**src/rtl/enc_arb_pkg.sv**
```systemverilog
// Shared types and constants for the encoder block arbiter.
// Holds the FSM state encoding, the default block length and a saturating counter helper.
package enc_arb_pkg;

  typedef enum logic [1:0] {
    ST_IDLE  = 2'd0,
    ST_PASS  = 2'd1,
    ST_DRAIN = 2'd2
  } arb_state_e;

  localparam int BLOCK_LEN_DEFAULT = 255;

  function automatic logic [15:0] sat_inc16(input logic [15:0] v);
    return (v == 16'hFFFF) ? v : v + 16'd1;
  endfunction

endpackage

```
**src/rtl/enc_arb_rr.sv**
```systemverilog
// Two-way source pick: fixed priority to source 0, or round-robin away from the last grant.
module enc_arb_rr (
  input  logic [1:0] req_i,
  input  logic       last_grant_i,
  input  logic       fixed_prio_i,
  output logic       grant_o
);

  always_comb begin
    grant_o = 1'b0;
    if (req_i == 2'b11) begin
      grant_o = fixed_prio_i ? 1'b0 : ~last_grant_i;
    end else begin
      grant_o = req_i[1] & ~req_i[0];
    end
  end

endmodule

```
**src/rtl/enc_block_arbiter.sv**
```systemverilog
// Arbitrates two byte streams into fixed-length blocks for the convolutional encoder,
// trimming overlong blocks, flagging short ones and counting completed blocks per source.
module enc_block_arbiter
  import enc_arb_pkg::*;
#(
  parameter int BLOCK_LEN  = BLOCK_LEN_DEFAULT,
  parameter bit FIXED_PRIO = 1'b0
) (
  input  logic        clk,
  input  logic        rst_n,
  input  logic        enable,
  input  logic        s0_axis_valid,
  output logic        s0_axis_ready,
  input  logic [7:0]  s0_axis_data,
  input  logic        s0_axis_last,
  input  logic        s0_axis_is_parity,
  input  logic        s1_axis_valid,
  output logic        s1_axis_ready,
  input  logic [7:0]  s1_axis_data,
  input  logic        s1_axis_last,
  input  logic        s1_axis_is_parity,
  output logic        m_axis_valid,
  input  logic        m_axis_ready,
  output logic [7:0]  m_axis_data,
  output logic        m_axis_last,
  output logic        m_axis_sop,
  output logic        m_axis_is_parity,
  output logic        m_axis_src,
  output logic [15:0] blk_cnt0,
  output logic [15:0] blk_cnt1,
  output logic        len_err
);

  localparam int CNT_W = (BLOCK_LEN > 1) ? $clog2(BLOCK_LEN) : 1;
  localparam logic [CNT_W-1:0] CNT_MAX = CNT_W'(BLOCK_LEN - 1);

  arb_state_e       state_q, state_d;
  logic [CNT_W-1:0] cnt_q, cnt_d;
  logic             grant_q, grant_d;
  logic             last_grant_q, last_grant_d;
  logic [15:0]      blk_cnt0_q, blk_cnt0_d;
  logic [15:0]      blk_cnt1_q, blk_cnt1_d;
  logic             len_err_q, len_err_d;

  logic             pick;
  logic             sel_valid, sel_last, sel_parity, sel_ready;
  logic [7:0]       sel_data;
  logic             at_max;

  enc_arb_rr u_rr (
    .req_i        ({s1_axis_valid, s0_axis_valid}),
    .last_grant_i (last_grant_q),
    .fixed_prio_i (FIXED_PRIO),
    .grant_o      (pick)
  );

  always_comb begin
    sel_valid  = grant_q ? s1_axis_valid     : s0_axis_valid;
    sel_data   = grant_q ? s1_axis_data      : s0_axis_data;
    sel_last   = grant_q ? s1_axis_last      : s0_axis_last;
    sel_parity = grant_q ? s1_axis_is_parity : s0_axis_is_parity;
    at_max     = (cnt_q == CNT_MAX);

    state_d      = state_q;
    cnt_d        = cnt_q;
    grant_d      = grant_q;
    last_grant_d = last_grant_q;
    blk_cnt0_d   = blk_cnt0_q;
    blk_cnt1_d   = blk_cnt1_q;
    len_err_d    = 1'b0;

    sel_ready        = 1'b0;
    m_axis_valid     = 1'b0;
    m_axis_data      = 8'h00;
    m_axis_last      = 1'b0;
    m_axis_sop       = 1'b0;
    m_axis_is_parity = 1'b0;

    unique case (state_q)
      ST_IDLE: begin
        if (enable && (s0_axis_valid || s1_axis_valid)) begin
          grant_d      = pick;
          last_grant_d = pick;
          cnt_d        = '0;
          state_d      = ST_PASS;
        end
      end
      ST_PASS: begin
        sel_ready        = m_axis_ready;
        m_axis_valid     = sel_valid;
        m_axis_data      = sel_data;
        m_axis_is_parity = sel_parity;
        m_axis_sop       = sel_valid & (cnt_q == '0);
        m_axis_last      = sel_valid & (at_max | sel_last);
        if (sel_valid && m_axis_ready) begin
          if (at_max || sel_last) begin
            if (grant_q) blk_cnt1_d = sat_inc16(blk_cnt1_q);
            else         blk_cnt0_d = sat_inc16(blk_cnt0_q);
            cnt_d = '0;
            // Source last wins; only a full-length block without source last is overlong.
            if (sel_last) begin
              state_d   = ST_IDLE;
              len_err_d = ~at_max;
            end else begin
              state_d   = ST_DRAIN;
              len_err_d = 1'b1;
            end
          end else begin
            cnt_d = cnt_q + 1'b1;
          end
        end
      end
      ST_DRAIN: begin
        sel_ready = 1'b1;
        if (sel_valid && sel_last) state_d = ST_IDLE;
      end
      default: state_d = ST_IDLE;
    endcase

    s0_axis_ready = sel_ready & ~grant_q;
    s1_axis_ready = sel_ready & grant_q;
  end

  // last_grant resets to 1 so a tie straight after reset goes to source 0.
  always_ff @(posedge clk or negedge rst_n) begin
    if (!rst_n) begin
      state_q      <= ST_IDLE;
      cnt_q        <= '0;
      grant_q      <= 1'b0;
      last_grant_q <= 1'b1;
      blk_cnt0_q   <= 16'd0;
      blk_cnt1_q   <= 16'd0;
      len_err_q    <= 1'b0;
    end else begin
      state_q      <= state_d;
      cnt_q        <= cnt_d;
      grant_q      <= grant_d;
      last_grant_q <= last_grant_d;
      blk_cnt0_q   <= blk_cnt0_d;
      blk_cnt1_q   <= blk_cnt1_d;
      len_err_q    <= len_err_d;
    end
  end

  assign m_axis_src = grant_q;
  assign blk_cnt0   = blk_cnt0_q;
  assign blk_cnt1   = blk_cnt1_q;
  assign len_err    = len_err_q;

endmodule

```
**config.mk**
```make
export PLATFORM = sky130hd
export DESIGN_NAME = enc_block_arbiter
export DESIGN_NICKNAME = d
export VERILOG_FILES = /design/src/rtl/enc_arb_pkg.sv /design/src/rtl/enc_arb_rr.sv /design/src/rtl/enc_block_arbiter.sv
export SDC_FILE = /design/constraint.sdc
export NUM_CORES = 1
export LEC_CHECK = 0
export BUFFER_PORTS_ARGS = -buffer_cell sky130_fd_sc_hd__buf_2
export CORE_MARGIN = 3
export CORE_UTILIZATION = 45
export CTS_BUF_LIST = sky130_fd_sc_hd__clkbuf_16
export CTS_CLUSTER_DIAMETER = 120
export DETAILED_ROUTE_END_ITERATION = 8
export GPL_TIMING_DRIVEN = 0
export HOLD_SLACK_MARGIN = 0.03
export PLACE_DENSITY_LB_ADDON = 0.3
export SLEW_MARGIN = 30
export SYNTH_ARGS = -nofsm -noshare
export SYNTH_HDL_FRONTEND = slang
export SYNTH_SLANG_ARGS = --single-unit
```
**constraint.sdc**
```tcl
create_clock -name clk -period 2.26 [get_ports clk]
set_input_delay 0.452 -clock clk [delete_from_list [all_inputs] [get_ports clk]]
set_output_delay 0.452 -clock clk [all_outputs]
set_load 0.005 [all_outputs]
```
==> reports/metrics.yaml <==
synth_area_sq_um: 2646
fin_skew_ns: 0.01021
cp_data_required_time_ns: 2.46
syn_area_per_cell_sq_um: 9.948
synth_ff_type: "dfrtp_1"
cts-root-buf: "clkbuf_16"
period_share: 0.9847
async_flop_share: 1.000
area_growth_pct: 32.25
drv_cap: 0
overflow: 0
critPathArrivalTime_ns: 2.42
wl_um: 6395
drive_gt1_frac: 0.3591
timing.hold.ws_ns: 0.1552
synth-edff-count: 0
cts_buffers: 5
hold_violations: 0
crit_path_start_kind: "flip-flop"
firstDrtPassIters: 5
ys_seq_area_frac: 0.4260
place.gp.congestion: 0.8236
slew_viol_final: 0
fmaxAchievable_ghz: 0.4493
clock-sinks: 45
setup-tns-final_ns: 0
fin_crit_ns: 2.225
postSynthCellCount: 266
power.total_mw: 2.840
setup_viol: 0
pre_cts_ws_ns: -0.2597
cts_tree: "done"
ir_worst_vdd_mv: 0.5499
crit_path_max_fanout: 7
fin_area_sq_um: 3500
status: "finished, final reports clean"
drc_errors: 0
maxSlewHeadroom: 0.5580
synth_cell_types: 49
clock_path_buffers: 2
cts.htree.levels: 2
drtAntennaViolNets: 0
port_buffers: 73
core.rowCount: 27
grt_pass1_wl_um: 9853
placed_area_sq_um: 3105
grt_max_degree: 46
yosys_register_bits: 45
dieHeight_um: 82.69
p_leak_nw: 1.814
worst_slew_pin_slew_ns: 0.6579
antennaDiodeCount: 0
syn-num-nets: 302
avgRoutedWirePerCell_um: 14.74
instances_no_fill: 434
dp_cells: 411
io_pins: 74
antenna_found_initial: 0
start_util: 0.4719
die-area_sq_um: 6837
setup.worst_path.end_class: "flip-flop"
nNetsFinal: 397
crit_type: "flip-flop to flip-flop"
utilization: 0.6241
grt_usage: 0.1831
path_clk_slew_ns: 0.06
dieWidth_um: 82.69
rsz0062_at_grt: "yes"
clk_latency_ns: 0.29
hpwlAfterDp_um: 4477
powerDensity_nw_per_um2: 811.4
routed_via_density: 5.578
ys_warn_count: 0
min_path_type: "input pin to async pin"
setup_ws_ns: 0.03452
core_area_sq_um: 5608
postCtsHoldBufs: 0
route.vias.total: 2421
initialDrtViolationCount: 83
grt_pass1_vias: 2160
## critical path: stages, from the launching register on
cell,delay [ns]
dfrtp_1,0.36
inv_2,0.04
ha_1,0.19
nand4_1,0.12
buf_4,0.12
buf_4,0.10
buf_4,0.09
buf_4,0.10
ha_4,0.15
nand2_4,0.06
a2111oi_4,0.32
buf_4,0.22
a41oi_1,0.13
a31oi_1,0.15
## what timing repair did
item,in CTS,in global routing
endpoints found under the setup margin,18,37
pin swaps,6,7
setup buffers,10,8
gates resized for setup,12,18
hold endpoints to repair,0,0
## where the power goes
group / switching, mW / internal, mW
Clock: 0.298 / 0.514
Sequential: 0.0739 / 0.898
Combinational: 0.545 / 0.511
Total: 0.917 / 1.92
## sequential cells by signal, summed over array words and instances (netlist names)
name,flops
last_grant_q,1
len_err,1
state_q,2
cnt_q,8
m_axis_src,1
blk_cnt0,16
blk_cnt1,16
## final cells by class
type | count | area [sq um]
buffer | 7 | 36.28
clock buffer | 5 | 125.1
clock inverter | 3 | 37.54
fill | 484 | 2108
inverter | 7 | 26.28
multi-input combinational | 204 | 1553
sequential | 45 | 1129
tap | 72 | 90.09
timing repair buffer | 91 | 503.0
## placed cells by master (no fill, tap or decap), types with 2 or more instances in the layout
cell type and n:
nand4_1 12, and2_1 3, buf_2 73, nor3_2 2, clkbuf_16 5, mux2_2 2
and3_1 7, a211oi_1 2, nor2_2 2, nand2_1 23, nor3b_1 3, mux2i_1 11
and4_1 4, dfrtp_1 43, a21oi_1 5, xnor2_1 6, nor2_1 7, nand2_2 2
nor4_2 2, a31oi_1 6, or2_2 3, nand3_1 13, o21ai_0 5, xor2_1 23
inv_1 7, nor4_1 2, clkbuf_1 4, buf_4 19, nor3_1 10, ha_1 8
nor2b_1 11
## cells in the mapped netlist, drive strengths merged, types with 2 or more instances
library cell / n / area (sq um)
a211oi: 2 / 15.01
or2: 3 / 18.77
a21oi: 6 / 30.03
dfrtp: 44 / 1101
a41oi: 2 / 17.52
nor3: 12 / 60.06
nor2b: 11 / 68.82
ha: 10 / 125.1
and4: 4 / 35.03
nand4: 12 / 75.07
and3: 7 / 43.79
mux2: 2 / 22.52
nand2b: 2 / 20.02
xor2: 23 / 201.4
and2: 3 / 18.77
buf: 3 / 21.27
nand3: 13 / 65.06
nor4: 5 / 46.29
inv: 7 / 26.28
o21ai: 5 / 25.02
xnor2: 6 / 52.55
nor4b: 3 / 32.53
nor2: 9 / 33.78
nor3b: 3 / 22.52
nand2: 26 / 97.59
mux2i: 13 / 130.1
clkbuf: 7 / 26.28
a31oi: 6 / 37.54
## cells by family after synthesis
kind of cell               after synthesis  synth area share
adders and majority gates               10           0.04728
DFF                                     45            0.4260
muxes                                   15           0.05768
and+or+nand+nor                        118            0.2577
AOI/OAI and AO/OA                       32           0.08748
xor gates and xnor gates                29           0.09598
buffers and inverters                   17           0.02790
## per-layer routing
| metal | GRT usage | vias to the layer above | share of wire |
|---|---|---|---|
| li1 | - | 1159 | - |
| met1 | 0.2348 | 1190 | 0.43 |
| met2 | 0.3117 | 60 | 0.50 |
| met3 | 0.03579 | 12 | 0.046 |
| met4 | 0.05392 | 0 | 0.016 |
| met5 | 0 | - | 0 |
## final timing paths
path / cells after the start / slack (ns) / to / from
hold / removal: 1 / 0.16 / blk_cnt0[11] / rst_n
setup / recovery: 13 / 0.03 / cnt_q[3] / cnt_q[0]
hold reg to reg: 2 / 0.49 / last_grant_q / last_grant_q
max in group asynchronous: 1 / 1.68 / cnt_q[3] / rst_n
setup reg to reg: 13 / 0.03 / cnt_q[3] / cnt_q[0]
min in group clk: 3 / 0.45 / last_grant_q / enable
(Power assumes the default switching activity.)
